$ cat config.mk
export PLATFORM = sky130hd
export DESIGN_NAME = sra_unit_flat
export DESIGN_NICKNAME = d
export VERILOG_FILES = /design/src/rtl/alu_pkg.sv /design/src/rtl/sra_unit_if.sv /design/src/rtl/sra_stage.sv /design/src/rtl/sra_unit.sv /design/src/flat_wrapper.sv
export SDC_FILE = /design/constraint.sdc
export NUM_CORES = 1
export LEC_CHECK = 0
export BUFFER_PORTS_ARGS = -buffer_cell sky130_fd_sc_hd__buf_2
export CAP_MARGIN = 10
export CORE_ASPECT_RATIO = 1.1
export CORE_UTILIZATION = 49
export CTS_CLUSTER_SIZE = 20
export DETAILED_ROUTE_END_ITERATION = 16
export PLACE_DENSITY_LB_ADDON = 0.08
export SYNTH_ARGS = -nofsm -noshare
export SYNTH_HDL_FRONTEND = slang
export SYNTH_SLANG_ARGS = --single-unit
$ cat constraint.sdc
create_clock -name clock -period 1.87 [get_ports clock]
set_clock_uncertainty 0.1 [all_clocks]
set_input_delay 0.374 -clock clock [delete_from_list [all_inputs] [get_ports clock]]
set_output_delay 0.374 -clock clock [all_outputs]
set_load 0.01 [all_outputs]
$ cat src/rtl/alu_pkg.sv
// alu_pkg: ALU word/shift widths and opcode constants shared by the shift path
package alu_pkg;
   localparam int WORD_W  = 32;
   localparam int SHAMT_W = $clog2(WORD_W);
   typedef enum logic [3:0] {
      ALU_ADD = 4'h0,
      ALU_SUB = 4'h1,
      ALU_AND = 4'h2,
      ALU_OR  = 4'h3,
      ALU_XOR = 4'h4,
      ALU_SLL = 4'h5,
      ALU_SRL = 4'h6,
      ALU_SRA = 4'h7
   } alu_op_e;
   localparam alu_op_e ALU_OP_SRA = ALU_SRA;
endpackage

$ cat src/rtl/sra_unit_if.sv
// sra_unit_if: operand/result bundle between the ALU operand mux, shifter and result mux
interface sra_unit_if #(
   parameter int WIDTH   = alu_pkg::WORD_W,
   parameter int SHAMT_W = $clog2(WIDTH)
);
   logic               in_valid;
   logic [WIDTH-1:0]   A;
   logic [SHAMT_W-1:0] shiftamt;
   logic               out_valid;
   logic [WIDTH-1:0]   shiftedA;
   modport master (output in_valid, A, shiftamt, input out_valid, shiftedA);
   modport slave  (input in_valid, A, shiftamt, output out_valid, shiftedA);
endinterface

$ cat src/rtl/sra_stage.sv
// sra_stage: one conditional right shift by DIST, vacated bits filled with the operand sign
module sra_stage #(
   parameter int WIDTH = 32,
   parameter int DIST  = 1
) (
   input  logic             en,
   input  logic             sign,
   input  logic [WIDTH-1:0] d,
   output logic [WIDTH-1:0] q
);
   always_comb q = en ? {{DIST{sign}}, d[WIDTH-1:DIST]} : d;
endmodule

$ cat src/rtl/sra_unit.sv
// sra_unit: registered 32-bit arithmetic right shifter, log-depth barrel, one-cycle latency
module sra_unit
   import alu_pkg::*;
#(
   parameter int WIDTH = WORD_W
) (
   input  logic   clock,
   input  logic   reset,
   sra_unit_if.slave bus
);
   localparam int SW = $clog2(WIDTH);
   logic [WIDTH-1:0] chain [SW+1];
   logic [WIDTH-1:0] shifted_d, shifted_q;
   logic             valid_d, valid_q;
   assign chain[0] = bus.A;
   // Widest shift first; every stage fills with the original A sign, not its own input MSB
   for (genvar g = 0; g < SW; g++) begin : g_stage
      sra_stage #(.WIDTH(WIDTH), .DIST(1 << (SW-1-g))) u_stage (
         .en   (bus.shiftamt[SW-1-g]),
         .sign (bus.A[WIDTH-1]),
         .d    (chain[g]),
         .q    (chain[g+1])
      );
   end
   always_comb begin
      valid_d   = bus.in_valid;
      shifted_d = bus.in_valid ? chain[SW] : shifted_q;
   end
   always_ff @(posedge clock) begin
      if (reset) begin
         valid_q   <= 1'b0;
         shifted_q <= '0;
      end else begin
         valid_q   <= valid_d;
         shifted_q <= shifted_d;
      end
   end
   assign bus.out_valid = valid_q;
   assign bus.shiftedA  = shifted_q;
endmodule

$ cat src/flat_wrapper.sv
// flat-port wrapper written by rule: the top's interface ports become plain ports
module sra_unit_flat import alu_pkg::*;
#(
   parameter int WIDTH = WORD_W
)
  (clock, reset, bus_in_valid, bus_A, bus_shiftamt, bus_out_valid, bus_shiftedA);
  sra_unit_if #(.WIDTH(WIDTH), .SHAMT_W(SHAMT_W)) bus_i ();
  input  logic clock;
  input  logic reset;
  input wire logic [$bits(bus_i.in_valid)-1:0] bus_in_valid;
  input wire logic [$bits(bus_i.A)-1:0] bus_A;
  input wire logic [$bits(bus_i.shiftamt)-1:0] bus_shiftamt;
  output wire logic [$bits(bus_i.out_valid)-1:0] bus_out_valid;
  output wire logic [$bits(bus_i.shiftedA)-1:0] bus_shiftedA;
  assign bus_i.in_valid = bus_in_valid;
  assign bus_i.A = bus_A;
  assign bus_i.shiftamt = bus_shiftamt;
  assign bus_out_valid = bus_i.out_valid;
  assign bus_shiftedA = bus_i.shiftedA;
  sra_unit #(.WIDTH(WIDTH)) u_core (.clock(clock), .reset(reset), .bus(bus_i));
endmodule
==> results of run 1 <==
## layout by cell type (no fill, tap or decap), types with 7 or more instances in the layout
cell,Yosys,layout
buf_4,4,84
buf_2,7,70
nand2_1,41,40
nor2_1,35,33
dfxtp_1,33,33
mux2i_1,21,18
mux4_2,15,16
a21oi_1,18,16
o21ai_0,21,16
a211oi_1,9,9
o211ai_1,8,8
nand3_1,8,8
mux2_2,9,7
o21ai_1,2,7
nor3_1,8,7
o22ai_1,8,7
## area by class of cell
class | instances | share of cell area, %
multi-input combinational | 283 | 53.0
timing repair buffer | 163 | 26.6
sequential | 33 | 15.3
tap | 77 | 2.23
clock buffer | 6 | 1.68
inverter | 9 | 0.900
clock inverter | 2 | 0.232
## flip-flops by register name, summed over array words and instances (netlist names)
signal / cells
u_core.bus.out_valid: 1
u_core.bus.shiftedA: 32
## cells by family (layout without fill, tap and decap cells)
logic type	count (synthesis)	count (layout)	share of synthesized area [%]
AND/OR/NAND/NOR	120	120	18.2
AO/OA/AOI/OAI	108	108	25.7
multiplexers	55	55	27.4
buffers and inverters	42	180	6.88
flip-flops	33	33	21.9
## where the power goes
group	leakage, nW	switching, mW	internal, mW
clock	0.0450	0.262	0.258
combinational	1.60	0.521	0.507
sequential	0.274	0.0279	0.762
total	1.92	0.811	1.53
## routing by layer
metal,vias up,share of wire (%)
met2,183,47
met1,1699,43
met4,0,3.2
li1,1642,-
met3,29,6.9
met5,-,0
## timing repair
action | CTS | global route
endpoints found under the setup margin | 20 | 14
resized for setup | 30 | 18
cloned | 2 | 0
buffers inserted | 5 | 0
pin swaps | 7 | 12
## path summary, 6_finish.rpt
path                        endpoint  slack, ps  depth (start not counted)
min          u_core.bus.shiftedA[11]        350                          2
max reg2reg  u_core.bus.shiftedA[18]        840                          2
min reg2reg  u_core.bus.shiftedA[29]        360                          2
max           u_core.bus.shiftedA[5]        -10                          7
## through the flow
step | hold WS, ps | setup TNS, ps | utilization, %
floorplan | 386 | -148 | -
global placement | 344 | -8210 | 68.0
detailed placement | 354 | -8920 | 68.0
CTS | 349 | -24.1 | 72.8
global route | 389 | -86.9 | 73.8
finish | 355 | -11.2 | 73.8
==> impl_metrics.yaml, run 1 <==
clocking:
  htree_levels: 2
  clockBufferDepth: 2
  clock_latency_ps: 280
  cts_tree: "yes"
  cts.root.buffer_cell: "clkbuf_8"
  holdBufCountCts: 0
  clock-sinks: 33
  cts.clk_slew.worst_paths_ps: 70
  cts_buffers: 5
critical_path:
  critPathBufInv: 2
  cp-start-kind: "input port"
  worstPathRequired_ps: 1930
  crit_type: "in2reg"
  worstSetupEndpointType: "register"
  cpMaxStageDelayCell: "mux4_2"
  cpMostUsedCell: "buf_12"
  path_delay_family: "multiplexers"
  startpoint: "bus_shiftamt[2]"
  r2r_start: "u_core.bus.shiftedA[18]"
  cp_cell_sequence: "buf_12 -> buf_12 -> mux2_1 -> mux4_2 -> o2bb2ai_2 -> a221oi_2 -> o22ai_1"
  worstPathArrival_ps: 1940
  slowest_delay_ps: 540
  cp_max_fo: 6
placement:
  place_congestion: 0.940
  io_buffers: 72
  placed_cells: 558
  hpwl_mm: 7.82
  pre_cts_ws_ps: -446
  placed_cell_area_sq_um: 3970
sta:
  setup_viol: 2
  tightest_slew_ps: 402
  slew_violations: 0
  period_share_pct: 101
  setup_ws_ps: -10.9
  rsz0062_at_grt: "true"
  slew_headroom_pct: 73.2
  hold_viol: 0
  fin_crit_ps: 1880
  max_clock_freq_mhz: 532
synth:
  synth-edff-count: 0
  synth_seq_cells: 33
  synthMostInstantiatedCell: "nand2_1"
  synthCells: 358
  synth_area_leaders: "dfxtp_1 (22%), mux4_2 (11%), mux2i_1 (7.0%), nand2_1 (5.1%), nor2_1 (4.4%)"
  synth_cell_types: 60
  synthFlopType: "dfxtp_1"
  yosys_warnings: 0
  yosysTopAreaCell: "dfxtp_1"
  synth-async-reset-ratio_pct: 0
  synth_fp_nets: 398
  synth.top_cell.area_share_pct: 21.9
  yosysSeqAreaShare_pct: 21.9
  synthesis.area_sq_um: 3020
  syn_avg_cell_area_sq_um: 8.43
  ys_top_cells_by_count: "nand2_1 (41), nor2_1 (35), dfxtp_1 (33)"
min_path:
  hold_class: "in2reg"
  hold_start: "bus_in_valid"
die:
  coreArea_sq_um: 5840
  die_area_sq_um: 6480
  initial_utilization_pct: 51.7
  rows: 29
  chipHeight_um: 84.3
  die_w_um: 76.8
  num_io_pins: 73
finish:
  multiInputGateArea_sq_um: 2280
  fin_nets: 535
  fillCellCount: 501
  drive_gt1_share_pct: 46.6
  antennaDiodeCount: 0
  regArea_sq_um: 661
  design_area_sq_um: 4310
  final_cells: 573
  area_growth_pct: 42.9
global_route:
  grt_use_total_pct: 32.4
  grt_pass1_wl_mm: 16.6
  antenna_found_initial: 0
  busiest_layer: "met2"
  grt_util_met1_pct: 43.0
  use_met3_pct: 3.59
  grt_max_degree: 36
  grt-ovfl-total: 0
  grt_pass1_vias: 3257
  gr-usage-met2_pct: 53.9
route:
  drt_iter0_markers: 286
  vias: 3553
  drt_first_pass_iters: 8
  wl_per_cell_um: 17.9
  drt-total-wl_mm: 10.3
  viasPerCell: 6.20
  drtAntennaViolNets: 0
  drc: 0
status:
  violations: "negative setup slack"
  status: "finished with violations"
power_and_ir_drop:
  power.density_nw_per_um2: 542
  peakVddDrop_mv: 0.355
  fin_total_pwr_mw: 2.34
  p_leak_nw: 1.92
flow_run:
  max_cap_violations: 0
Note: power is estimated with default switching activity, not from simulation.
==> inputs of run 2 (changes only) <==
--- a/config.mk
+++ b/config.mk
@@ -12,6 +12,7 @@
 export CTS_CLUSTER_SIZE = 20
 export DETAILED_ROUTE_END_ITERATION = 16
 export PLACE_DENSITY_LB_ADDON = 0.08
+export RECOVER_POWER = 25
 export SYNTH_ARGS = -nofsm -noshare
 export SYNTH_HDL_FRONTEND = slang
 export SYNTH_SLANG_ARGS = --single-unit
==> impl_metrics.yaml, run 2 (synthesis results as in run 1) <==
finish:
  final_cells: 573
  largest_reg_flops: 32
  final_cell_mix: "buf_4 (83), buf_2 (57), nand2_1 (40), nor2_1 (33), dfxtp_1 (33)"
  fillCellCount: 509
  fin_nets: 535
  final_common_cell: "buf_4"
  fin_util_pct: 73.5
  antennaDiodeCount: 0
  area_growth_pct: 42.2
  drive_gt1_share_pct: 44.0
global_route:
  grt_max_degree: 36
  antenna_found_initial: 0
  grt_use_total_pct: 32.4
  grt_pass1_wl_mm: 16.6
  grt_pass1_vias: 3257
  grt-ovfl-total: 0
critical_path:
  cp_max_fo: 5
  cp-start-kind: "input port"
  worstSetupEndpointType: "register"
  cp_cell_sequence: "buf_12 -> buf_16 -> mux2_4 -> mux4_2 -> o2bb2ai_2 -> a221oi_2 -> o22ai_1"
  path_delay_family: "multiplexers"
  worstPathArrival_ps: 1950
  slowest_delay_ps: 530
  worstPathRequired_ps: 1930
  critPathBufInv: 2
  cpMaxStageDelayCell: "mux4_2"
  crit_type: "in2reg"
clocking:
  htree_levels: 2
  cts_tree: "yes"
  clock_latency_ps: 280
  clock-sinks: 33
  cts.root.buffer_cell: "clkbuf_8"
  clockBufferDepth: 2
  holdBufCountCts: 0
  cts_buffers: 5
  cts.clk_slew.worst_paths_ps: 70
route:
  drtAntennaViolNets: 0
  vias: 3531
  drt_first_pass_iters: 6
  drt_iter0_markers: 293
  drt-total-wl_mm: 10.2
  wl_per_cell_um: 17.8
  viasPerCell: 6.16
  drc: 0
power_and_ir_drop:
  peakVddDrop_mv: 0.349
  p_leak_nw: 1.87
  power.density_nw_per_um2: 543
  fin_total_pwr_mw: 2.33
die:
  die_area_sq_um: 6480
  die_w_um: 76.8
  coreArea_sq_um: 5840
  chipHeight_um: 84.3
  rows: 29
  num_io_pins: 73
  initial_utilization_pct: 51.7
sta:
  fin_crit_ps: 1880
  period_share_pct: 101
  tns_ps: -14.1
  slew_violations: 0
  max_clock_freq_mhz: 531
  setup_viol: 1
  hold_viol: 0
  tightest_slew_ps: 498
  slew_headroom_pct: 66.8
  rsz0062_at_grt: "true"
  setup_ws_ps: -14.1
placement:
  placed_cells: 558
  place_congestion: 0.940
  io_buffers: 72
  hpwl_mm: 7.82
  pre_cts_ws_ps: -446
status:
  violations: "negative setup slack"
  status: "finished with violations"
min_path:
  hold_class: "reg2reg"
flow_run:
  max_cap_violations: 0
-- run 2: changes by cell type in the layout (fill, tap and decap cells not counted) --
cell,before,now
clkbuf_1,1,14
buf_2,70,57
clkbuf_2,0,1
buf_4,84,83
-- run 2: worst paths after layout --
| path | start | end | slack, ps | cells after the start |
|---|---|---|---|---|
| setup / recovery | bus_shiftamt[2] | u_core.bus.shiftedA[5] | -10 | 7 |
| hold / removal | u_core.bus.shiftedA[28] | u_core.bus.shiftedA[28] | 360 | 2 |
| setup reg to reg | u_core.bus.shiftedA[18] | u_core.bus.shiftedA[18] | 820 | 2 |
| hold reg to reg | u_core.bus.shiftedA[28] | u_core.bus.shiftedA[28] | 360 | 2 |
-- run 2: cell type report --
cell class / count / area [sq um] / area share, %
Timing Repair Buffer: 163 / 1130 / 26.3
Clock inverter: 2 / 10.0 / 0.233
Multi-Input combinational cell: 283 / 2280 / 53.2
Tap cell: 77 / 96.3 / 2.24
Sequential cell: 33 / 661 / 15.4
Inverter: 9 / 38.8 / 0.904
Clock buffer: 6 / 72.6 / 1.69
-- run 2: where the power goes --
group	switching [mW]	total, mW	internal (mW)
Clock	0.261	0.519	0.258
Combinational	0.520	1.02	0.500
Sequential	0.0289	0.791	0.762
Total	0.810	2.33	1.52
-- run 2: timing repair --
item	CTS	global route
cloned	2	0
buffers inserted	5	0
gates resized for setup	30	18
pin swaps	7	12
setup endpoints to repair	20	14
hold endpoints to repair	0	0
-- run 2: metal layers --
layer,wire length [um],GRT usage (%)
met2,4790,53.9
met1,4470,43.0
met5,0,0
met4,345,12.8
met3,627,3.59
-- run 2: stage by stage --
| stage | instance area [sq um] | hold WS, ps |
|---|---|---|
| after floorplan | 3050 | 386 |
| after global placement | 3970 | 344 |
| after detailed placement | 3970 | 354 |
| after CTS | 4250 | 349 |
| after global routing | 4290 | 397 |
| final | 4290 | 364 |
-- run 2: worst min-delay path, cell delays in order, from the launching register on --
cell	delay (ps)
dfxtp_1	310
nand2_1	60
a21oi_1	50
